$ cat config.mk
export PLATFORM = sky130hd
export DESIGN_NAME = adder_seq
export DESIGN_NICKNAME = d
export VERILOG_FILES = /design/src/rtl/adder_seq.sv
export SDC_FILE = /design/constraint.sdc
export NUM_CORES = 1
export LEC_CHECK = 0
export ABC_AREA = 1
export CAP_MARGIN = 5
export CORE_ASPECT_RATIO = 0.6
export CORE_MARGIN = 2
export CORE_UTILIZATION = 30
export DETAILED_ROUTE_END_ITERATION = 7
export GPL_ROUTABILITY_DRIVEN = 0
export PLACE_DENSITY_LB_ADDON = 0.15
export SLEW_MARGIN = 20
export SYNTH_ARGS = -nofsm -noshare
export SYNTH_HDL_FRONTEND = slang
export SYNTH_SLANG_ARGS = --single-unit
$ cat constraint.sdc
create_clock -name clk -period 4.1 [get_ports clk]
set_input_delay 0.615 -clock clk [delete_from_list [all_inputs] [get_ports clk]]
set_output_delay 0.615 -clock clk [all_outputs]
set_load 0.01 [all_outputs]
$ cat src/rtl/adder_seq.sv
// adder_seq: multi-cycle adder/subtractor that adds one CHUNK-bit slice per clock,
// LSB slice first, and publishes the registered result with a one-cycle done pulse.
// Optional build macro ADDER_SEQ_SAT_EN: saturate ans on signed overflow instead of
// wrapping; cout and ovf are reported either way.
module adder_seq #(
  parameter int unsigned WIDTH = 32,
  parameter int unsigned CHUNK = 8
) (
  input  logic             clk,
  input  logic             rst_n,
  input  logic             start,
  input  logic             sub,
  input  logic [WIDTH-1:0] inA,
  input  logic [WIDTH-1:0] inB,
  output logic [WIDTH-1:0] ans,
  output logic             cout,
  output logic             ovf,
  output logic             busy,
  output logic             done
);

  localparam int unsigned N    = WIDTH / CHUNK;
  localparam int unsigned CntW = (N > 1) ? $clog2(N) : 1;

  typedef enum logic [1:0] {StIdle, StBusy, StDone} stateT;

  stateT             stateQ, stateD;
  logic [WIDTH-1:0]  opAQ, opBQ;    // operands, shifted right one slice per cycle
  logic [WIDTH-1:0]  partQ;         // finished slices accumulate from the top down
  logic              carryQ;
  logic [CntW-1:0]   cntQ;
  logic              msbAQ, msbBQ;  // effective operand sign bits for overflow
  logic [WIDTH-1:0]  ansQ;
  logic              coutQ, ovfQ;

  logic              accept;
  logic              lastSlice;
  logic [CHUNK:0]    sliceSum;
  logic [WIDTH-1:0]  sumFull;
  logic              resOvf;
  logic [WIDTH-1:0]  resAns;

  // Accept new work in IDLE or DONE only; a start during BUSY is dropped.
  assign accept    = start && (stateQ != StBusy);
  assign lastSlice = (cntQ == CntW'(N - 1));

  // Slice adder plus the full-width view of the sum once this slice is merged in.
  always_comb begin
    sliceSum = {1'b0, opAQ[CHUNK-1:0]} + {1'b0, opBQ[CHUNK-1:0]}
             + {{CHUNK{1'b0}}, carryQ};
    sumFull  = (partQ >> CHUNK) | (WIDTH'(sliceSum[CHUNK-1:0]) << (WIDTH - CHUNK));
    resOvf   = (msbAQ == msbBQ) && (sumFull[WIDTH-1] != msbAQ);
`ifdef ADDER_SEQ_SAT_EN
    if (resOvf) begin
      // Both operands negative -> clamp to most negative, else most positive.
      resAns = msbAQ ? {1'b1, {(WIDTH-1){1'b0}}} : {1'b0, {(WIDTH-1){1'b1}}};
    end else begin
      resAns = sumFull;
    end
`else
    resAns = sumFull;
`endif
  end

  // State register with synchronous active-low reset.
  always_ff @(posedge clk) begin
    if (!rst_n) begin
      stateQ <= StIdle;
    end else begin
      stateQ <= stateD;
    end
  end

  // Next-state logic.
  always_comb begin
    stateD = stateQ;
    unique case (stateQ)
      StIdle:  if (start) stateD = StBusy;
      StBusy:  if (lastSlice) stateD = StDone;
      StDone:  stateD = start ? StBusy : StIdle;
      default: stateD = StIdle;
    endcase
  end

  // Status outputs decoded straight from the state.
  always_comb begin
    busy = (stateQ == StBusy);
    done = (stateQ == StDone);
  end

  // Datapath: latch operands on accept, add one slice per BUSY cycle, publish at the end.
  always_ff @(posedge clk) begin
    if (!rst_n) begin
      opAQ   <= '0;
      opBQ   <= '0;
      partQ  <= '0;
      carryQ <= 1'b0;
      cntQ   <= '0;
      msbAQ  <= 1'b0;
      msbBQ  <= 1'b0;
      ansQ   <= '0;
      coutQ  <= 1'b0;
      ovfQ   <= 1'b0;
    end else if (accept) begin
      // Subtraction is inA + ~inB + 1, the +1 entering as the first carry-in.
      opAQ   <= inA;
      opBQ   <= sub ? ~inB : inB;
      partQ  <= '0;
      carryQ <= sub;
      cntQ   <= '0;
      msbAQ  <= inA[WIDTH-1];
      msbBQ  <= inB[WIDTH-1] ^ sub;
    end else if (stateQ == StBusy) begin
      opAQ   <= opAQ >> CHUNK;
      opBQ   <= opBQ >> CHUNK;
      partQ  <= sumFull;
      carryQ <= sliceSum[CHUNK];
      cntQ   <= cntQ + CntW'(1);
      if (lastSlice) begin
        ansQ  <= resAns;
        coutQ <= sliceSum[CHUNK];
        ovfQ  <= resOvf;
      end
    end
  end

  assign ans  = ansQ;
  assign cout = coutQ;
  assign ovf  = ovfQ;

endmodule

==> out/metrics.cfg, run 1 <==
[yosys]
synth_seq_cells = 129
synth_edf_count = 0
synth_nets = 837
netlist_area_um2 = 5760
synth_cell_type_count = 38
ys_warn_count = 0
ys_seq_area_frac = 0.449
async_reset_ff_frac = 0
synth.avg_cell_area_um2 = 7.58
ys.flop_type = dfxtp_1
syn_inst = 759

[setup_path]
reg2reg_to = opBQ[30]
critPathMostFrequentCell = inv_2
startpoint = stateQ[1]
rr_startpoint = stateQ[1]
cp.required_ps = 4450
cp_slowest_cell = inv_2
ff2ff_path_depth = 6
crit_path_end_kind = flop
r2r_slack_ps = 1270
max_stage_delay_ps = 760
cp_max_fo = 54
worstPathCellList = inv_2 > nand2_4 > nand2_2 > inv_2 > nand2_1 > o22ai_1
criticalPathCategory = flop to flop
setup.worst_path.start_class = flop
arrival_ps = 3180

[grt]
grt_pass1_wl_um = 25800
grt_pass1_vias = 4601
grtUsageTotal = 0.166
antenna_found_initial = 0
overflow = 0
grt_max_degree = 55

[clock_tree]
holdBufCountCts = 0
post_cts_buffers = 0
path_clk_slew_ps = 60
clock_latency_ps = 420
cts_buffers = 17
clock_path_buffers = 2
post_cts_resized = 0
clock_sinks = 129
root_buffer = clkbuf_16
cts_max_level = 4
cts_tree = done

[power_and_ir_drop]
p_leak_nw = 3.27
ir_drop_mv = 0.258
powerDensity_nw_per_um2 = 445

[finish]
diodes = 0
area_delta_synth_final_pct = 30.8
fin_nets = 922
final_layout_size_suffix_gt1_frac = 0.0689
final_area_um2 = 7530
fill_cells = 1962

[die]
dieHeight_um = 111
core_um2 = 18900
row_count = 39
start_util = 0.304
ios = 104
design.die.area_um2 = 20300
die_w_um = 183

[worst_hold_path]
min_to = partQ[18]
hold_class = flop to flop
hp-start = partQ[26]
min_path_cells = 2

[sta]
whs_ps = 461
finalClockSkew_ps = 11.6
fmax_ghz = 0.353
fin_crit_ps = 2830
drv_slew = 0
finalSetupViolCount = 0
hold_viol_final = 0
tns_ps = 0
fin_crit_sh = 0.691
tightest_slew_ps = 918
rsz0062_at_grt = no
max-slew-margin-rel = 0.388

[run_status]
outcome = completed

[routing]
postRouteAntennaNets = 0
drt_pass1_iterations = 4
num_vias = 4945
via_per_inst = 4.49
drt-total-wl_um = 16300
drtIter0Drc = 410
wl_per_cell_um = 14.8
drc = 0

[place]
place_area_um2 = 6900
io_buffers = 103
dp_hpwl_um = 11300

[flow_run]
maxCapViolCount = 0

per-stage QoR:
stage               utilization  setup WS, ps  power [mW]  cells
finish                    0.398          1270        3.35   1102
global route              0.398           957        3.49   1102
CTS                       0.398          1250        3.38   1102
detailed placement        0.365          1090        1.75   1071
global placement          0.365          1100        1.75   1071
floorplan                     -          2450        1.61    759
synthesized netlist by cell type, drive strengths merged, types with 11 or more instances:
cell type | n | area [um2]
o21ai | 45 | 229
o21bai | 11 | 82.6
nand2 | 216 | 823
a21oi | 42 | 210
o221ai | 13 | 114
buf | 35 | 199
nor2 | 23 | 96.4
nand3 | 34 | 170
xnor2 | 29 | 254
o211ai | 25 | 188
dfxtp | 129 | 2580
inv | 104 | 390
metal layers:
metal  part of all wire  track usage  vias to the layer above
met3              0.047       0.0420                        8
met5                  0            0                        -
met4             0.0049       0.0480                        0
met1               0.57        0.274                     2241
met2               0.38        0.202                      100
li1                   -            -                     2596
worst max-delay path by stage:
stage               depth (start not counted)  slack [ps]   endpoint
floorplan                                   9        2450  partQ[30]
finish                                      6        1270   opBQ[30]
CTS                                         6        1250   opBQ[27]
global placement                            6        1100   opBQ[29]
global route                                6         960   opBQ[27]
detailed placement                          6        1090   opBQ[27]
logic make-up after synthesis:
logic type	count (synthesis)	synth area share
buf+inv	148	0.109
flops	129	0.449
compound gates	151	0.161
fa+ha+maj	10	0.0243
simple gates	285	0.203
xor+xnor	36	0.0548
worst max-delay path: cells and delay by family (launching register included):
family / cells / cell delay (ps)
flops: 1 / 320
simple gates: 3 / 1360
buf+inv: 2 / 810
compound gates: 1 / 250
placed cells by master, fill, tap and decap left out, types with 3 or more instances in the layout:
master and count:
o21a_1 3, o221ai_1 13, clkbuf_16 17, clkdlybuf4s50_1 101, o21ai_0 35, o21bai_1 11
nor2_1 21, clkbuf_8 3, ha_1 8, o211ai_1 25, or2_2 8, o22ai_1 6
o21ai_1 9, inv_2 7, dfxtp_1 129, nand3_1 34, inv_1 97, xnor2_1 29
a31oi_1 3, nand2_1 213, a21oi_1 42, bufinv_16 4, buf_4 7, xor2_1 7
state kept, by name, indices dropped and copies added, names as in the netlist:
| register | flops |
|---|---|
| partQ | 24 |
| cntQ | 2 |
| cout | 1 |
| stateQ | 2 |
| carryQ | 1 |
| opBQ | 32 |
| opAQ | 32 |
| ovf | 1 |
| msbBQ | 1 |
| msbAQ | 1 |
| ans | 32 |
power breakdown:
group | internal [mW] | switching, mW
clock | 1.06 | 0.562
sequential | 1.31 | 0.0337
combinational | 0.164 | 0.217
total | 2.54 | 0.813
layout make-up:
type | count | area, um2 | share of cell area
multi-input cells | 482 | 2550 | 0.338
repair buffers | 110 | 1070 | 0.143
flip-flops and latches | 129 | 2580 | 0.343
inverters | 104 | 390 | 0.0518
clock inverters | 9 | 154 | 0.0204
well taps | 246 | 308 | 0.0409
clock buffers | 22 | 474 | 0.0630
Note: power is estimated with default switching activity, not from simulation.
==> run 2: changes to the inputs <==
==> constraint.sdc (replaced) <==
create_clock -name clk -period 2.7 [get_ports clk]
set_input_delay 0.405 -clock clk [delete_from_list [all_inputs] [get_ports clk]]
set_output_delay 0.405 -clock clk [all_outputs]
set_load 0.01 [all_outputs]
==> out/metrics.cfg, run 2 (same netlist as run 1, synthesis figures left out) <==
[finish]
final-seq-area_um2 = 2580  ; unchanged
fin_nets = 929  ; +0.76%
final_area_um2 = 7590  ; +0.86%
multi_input_area_um2 = 2550  ; unchanged
area_delta_synth_final_pct = 31.9
diodes = 0  ; unchanged
fin_util = 0.401  ; +0.00344
fill_cells = 1950  ; -0.61%
mostFrequentLayoutCell = nand2_1
instances_no_fill = 1110  ; +0.73%
final_layout_size_suffix_gt1_frac = 0.0775  ; +0.00862
layout_common_cells = nand2_1, dfxtp_1, clkdlybuf4s50_1, inv_1, a21oi_1

[run_status]
outcome = completed

[worst_hold_path]
hold_class = flop to flop

[place]
io_buffers = 103  ; unchanged
post-place-ws_ps = 714  ; -375 ps
dpl.cell_count = 1078  ; +0.65%
place_area_um2 = 6970  ; +0.94%
dp_hpwl_um = 11500  ; +2.1%

[clock_tree]
clock_latency_ps = 420  ; about the same
clock_path_buffers = 2  ; unchanged
post_cts_buffers = 0  ; unchanged
cts_tree = done
holdBufCountCts = 0  ; unchanged
cts_max_level = 4  ; unchanged
root_buffer = clkbuf_16
path_clk_slew_ps = 60  ; about the same
clock_sinks = 129  ; unchanged
post_cts_resized = 0  ; unchanged
cts_buffers = 17  ; unchanged

[grt]
grt_pass1_vias = 4568  ; -0.72%
grt_max_degree = 51  ; -7.3%
antenna_found_initial = 0  ; unchanged
overflow = 0  ; unchanged
grt_pass1_wl_um = 26000  ; +0.99%
grtUsageTotal = 0.166  ; about the same

[sta]
fmax_ghz = 0.467
tns_ps = 0  ; unchanged
fin_crit_sh = 0.793
drv_slew = 0  ; unchanged
fin_crit_ps = 2140
max-slew-margin-rel = 0.541  ; +0.153
finalSetupViolCount = 0  ; unchanged
hold_viol_final = 0  ; unchanged
tightest_slew_ps = 686  ; -231 ps
whs_ps = 458  ; -2.77 ps
rsz0062_at_grt = no
worst_slack_ps = 560  ; -709 ps
finalClockSkew_ps = 11.4  ; -0.248 ps

[routing]
num_vias = 4950  ; +0.10%
wl_per_cell_um = 14.8  ; about the same
drt_pass1_iterations = 7  ; +3
via_per_inst = 4.46  ; -0.62%
drtIter0Drc = 318  ; -22%
drt-total-wl_um = 16400  ; +0.68%
postRouteAntennaNets = 0  ; unchanged
drc = 0  ; unchanged

[die]
row_count = 39  ; unchanged
ios = 104  ; unchanged
design.die.area_um2 = 20300  ; unchanged
start_util = 0.304  ; unchanged
die_w_um = 183  ; unchanged
core_um2 = 18900  ; unchanged
dieHeight_um = 111  ; unchanged

[setup_path]
criticalPathCategory = flop to output port
cp.required_ps = 2300  ; -2150 ps
setup.worst_path.start_class = flop
crit_path_end_kind = output port
arrival_ps = 1740  ; -1440 ps
cp_max_fo = 28  ; -48%

[flow_run]
maxCapViolCount = 0  ; unchanged

[power_and_ir_drop]
ir_drop_mv = 0.438  ; +70%
p_leak_nw = 3.31  ; +1.2%
powerDensity_nw_per_um2 = 672  ; +51%
total_power_mw = 5.10  ; +52%

## run 2: worst max-delay path: stages, from the launching register on
cell and delay, ps:
dfxtp_1 380, nand2_4 250, inv_2 140, clkdlybuf4s50_1 540
## run 2: final timing paths
| kind | startpoint | end | slack [ps] | cells past startpoint |
|---|---|---|---|---|
| setup / recovery | stateQ[0] | busy | 560 | 3 |
| setup reg to reg | opAQ[0] | carryQ | 800 | 8 |
| hold reg to reg | opAQ[27] | opAQ[27] | 460 | 2 |
| hold / removal | opAQ[27] | opAQ[27] | 460 | 2 |
## run 2: power breakdown
group          total, mW  switching, mW  leakage (nW)  internal, mW
Combinational      0.595          0.333          1.95         0.262
Sequential          2.04         0.0512          1.05          1.99
Clock               2.47          0.890         0.305          1.58
## run 2: area by class of cell
class                           count  area share
Clock buffer                       20      0.0588
Clock inverter                     12      0.0239
Inverter                          104      0.0514
Multi-Input combinational cell    482       0.335
Sequential cell                   129       0.340
Tap cell                          246      0.0405
Timing Repair Buffer              117       0.150
## run 2: routing by layer
metal | GRT usage | share of wire | vias to the layer above
li1 | - | - | 2609
met1 | 0.273 | 0.57 | 2204
met2 | 0.205 | 0.36 | 124
met3 | 0.0401 | 0.054 | 13
met4 | 0.0480 | 0.0083 | 0
met5 | 0 | 0 | -
==> run 3: changes to the inputs <==
==> constraint.sdc (replaced) <==
create_clock -name clk -period 1.8 [get_ports clk]
set_input_delay 0.27 -clock clk [delete_from_list [all_inputs] [get_ports clk]]
set_output_delay 0.27 -clock clk [all_outputs]
set_load 0.01 [all_outputs]
==> out/metrics.cfg, run 3 (same netlist as run 1, synthesis figures left out) <==
[finish]
layout_common_cells = nand2_1, dfxtp_1, clkdlybuf4s50_1, inv_1, a21oi_1
final_layout_size_suffix_gt1_frac = 0.105  ; +0.0275
diodes = 0  ; unchanged
fin_nets = 941  ; +1.3%
mostFrequentLayoutCell = nand2_1
final_area_um2 = 7810  ; +2.8%
area_delta_synth_final_pct = 35.6

[sta]
finalClockSkew_ps = 8.72  ; -2.64 ps
fin_crit_sh = 0.951
tns_ps = 0  ; unchanged
drv_slew = 0  ; unchanged
tightest_slew_ps = 417  ; -269 ps
max-slew-margin-rel = 0.722  ; +0.180
finalSetupViolCount = 0  ; unchanged
fmax_ghz = 0.584
hold_viol_final = 0  ; unchanged
fin_crit_ps = 1710

[power_and_ir_drop]
p_leak_nw = 3.40  ; +2.9%
p_sw_frac = 0.250  ; +0.000342
p_int_mw = 5.91  ; +54%
p_switching_mw = 1.97  ; +55%
p_clk_frac = 0.490  ; +0.006
combPwrFrac = 0.122  ; +0.005
p_seq_frac = 0.388  ; -0.012
ir_drop_mv = 0.764  ; +75%
powerDensity_nw_per_um2 = 1010  ; +50%

[grt]
grtUsageTotal = 0.167  ; +0.000681
grt_max_degree = 37  ; -27%
antenna_found_initial = 0  ; unchanged
grt_pass1_vias = 4695  ; +2.8%
overflow = 0  ; unchanged
grt_pass1_wl_um = 26300  ; +0.90%
top_usage_layer = met1
grtUsageMet2 = 0.209  ; +0.00456
grt_use_met1 = 0.275  ; +0.00247
grt_util_met3 = 0.0394  ; -0.000657

[routing]
drtIter0Drc = 384  ; +21%
drc = 0  ; unchanged
postRouteAntennaNets = 0  ; unchanged
drt_pass1_iterations = 4  ; -3
drt-total-wl_um = 16600  ; +1.0%
via_per_inst = 4.42  ; -0.89%
wl_per_cell_um = 14.8  ; about the same
num_vias = 4959  ; +0.18%

[clock_tree]
cts_tree = done
cts_buffers = 17  ; unchanged
cts_max_level = 4  ; unchanged
clock_path_buffers = 2  ; unchanged
holdBufCountCts = 0  ; unchanged
clock_latency_ps = 410  ; about the same
path_clk_slew_ps = 60  ; about the same
root_buffer = clkbuf_16
clock_sinks = 129  ; unchanged

[die]
start_util = 0.304  ; unchanged
dieHeight_um = 111  ; unchanged
core_um2 = 18900  ; unchanged
die_w_um = 183  ; unchanged
design.die.area_um2 = 20300  ; unchanged
row_count = 39  ; unchanged
ios = 104  ; unchanged

[place]
place_area_um2 = 7100  ; +1.9%
io_buffers = 103  ; unchanged
dp_hpwl_um = 12000  ; +4.0%

[setup_path]
crit_path_end_kind = output port
worstPathCellList = nor2_1 > clkdlybuf4s50_1
setup.worst_path.start_class = flop
cp_num_buf_inv = 1  ; -1
max_stage_delay_ps = 550  ; about the same
arrival_ps = 1440  ; -300 ps
cpLargestDelayFamily = buffers and inverters
cp.required_ps = 1530  ; -770 ps
cp_max_fo = 3  ; -89%
cp_slowest_cell = clkdlybuf4s50_1
criticalPathCategory = flop to output port

[flow_run]
maxCapViolCount = 0  ; unchanged

[worst_hold_path]
hold_class = primary input to flop

[run_status]
outcome = completed

## run 3: changes by cell type in the layout (fill, tap and decap cells not counted), sizes merged
cell,delta
clkinv,+2
clkbuf,-3
buf,+12
clkinvlp,-1
bufinv,+1
inv,+1
## run 3: what timing repair did
action	CTS	global route
pin swaps	1	6
buffers inserted	1	0
gates cloned	0	0
endpoints found under the setup margin	1	13
gates resized for setup	0	13
## run 3: stage by stage
stage / hold WS (ps) / power, mW / cells / worst slack, ps / util
3_3_place_gp: 449 / 4.07 / 1089 / 57.4 / 0.375
3_5_place_dp: 456 / 4.07 / 1089 / 35.0 / 0.375
2_1_floorplan: 418 / 3.67 / 759 / 153 / -
4_1_cts: 236 / 7.95 / 1122 / 18.6 / 0.410
6_report: 252 / 7.88 / 1122 / 88.4 / 0.412
5_1_grt: 252 / 8.19 / 1122 / -1.79 / 0.412
## run 3: tightest hold or removal path, delay by kind of cell
kind                   cells  cell delay (ps)
buffers and inverters      2              220
AND/OR/NAND/NOR            1              100
## run 3: path summary, 6_finish.rpt
check,depth (start not counted),to,slack [ps],start
max,2,done,90,stateQ[0]
min,3,stateQ[1],250,rst_n
max reg2reg,9,partQ[30],100,opBQ[0]
min reg2reg,2,opAQ[26],460,opAQ[26]
## run 3: per-layer routing
| metal | vias up | part of all wire |
|---|---|---|
| met5 | - | 0 |
| met4 | 0 | 0.0057 |
| met3 | 7 | 0.049 |
| met2 | 104 | 0.37 |
| met1 | 2220 | 0.58 |
| li1 | 2628 | - |
## run 3: power groups by stage
stage	clock network [mW]	logic [mW]	registers, mW
2_1_floorplan	0	0.582	3.09
3_3_place_gp	0	0.953	3.12
3_5_place_dp	0	0.948	3.12
4_1_cts	3.93	0.959	3.06
5_1_grt	4.04	1.08	3.07
6_report	3.86	0.960	3.06
## run 3: cell type report
type                    instances  area, um2
well taps                     246        308
inverters                     104        390
repair buffers                129       1280
multi-input cells             482       2590
clock inverters                15        233
fillers                      1945      11100
clock buffers                  17        425
flip-flops and latches        129       2580
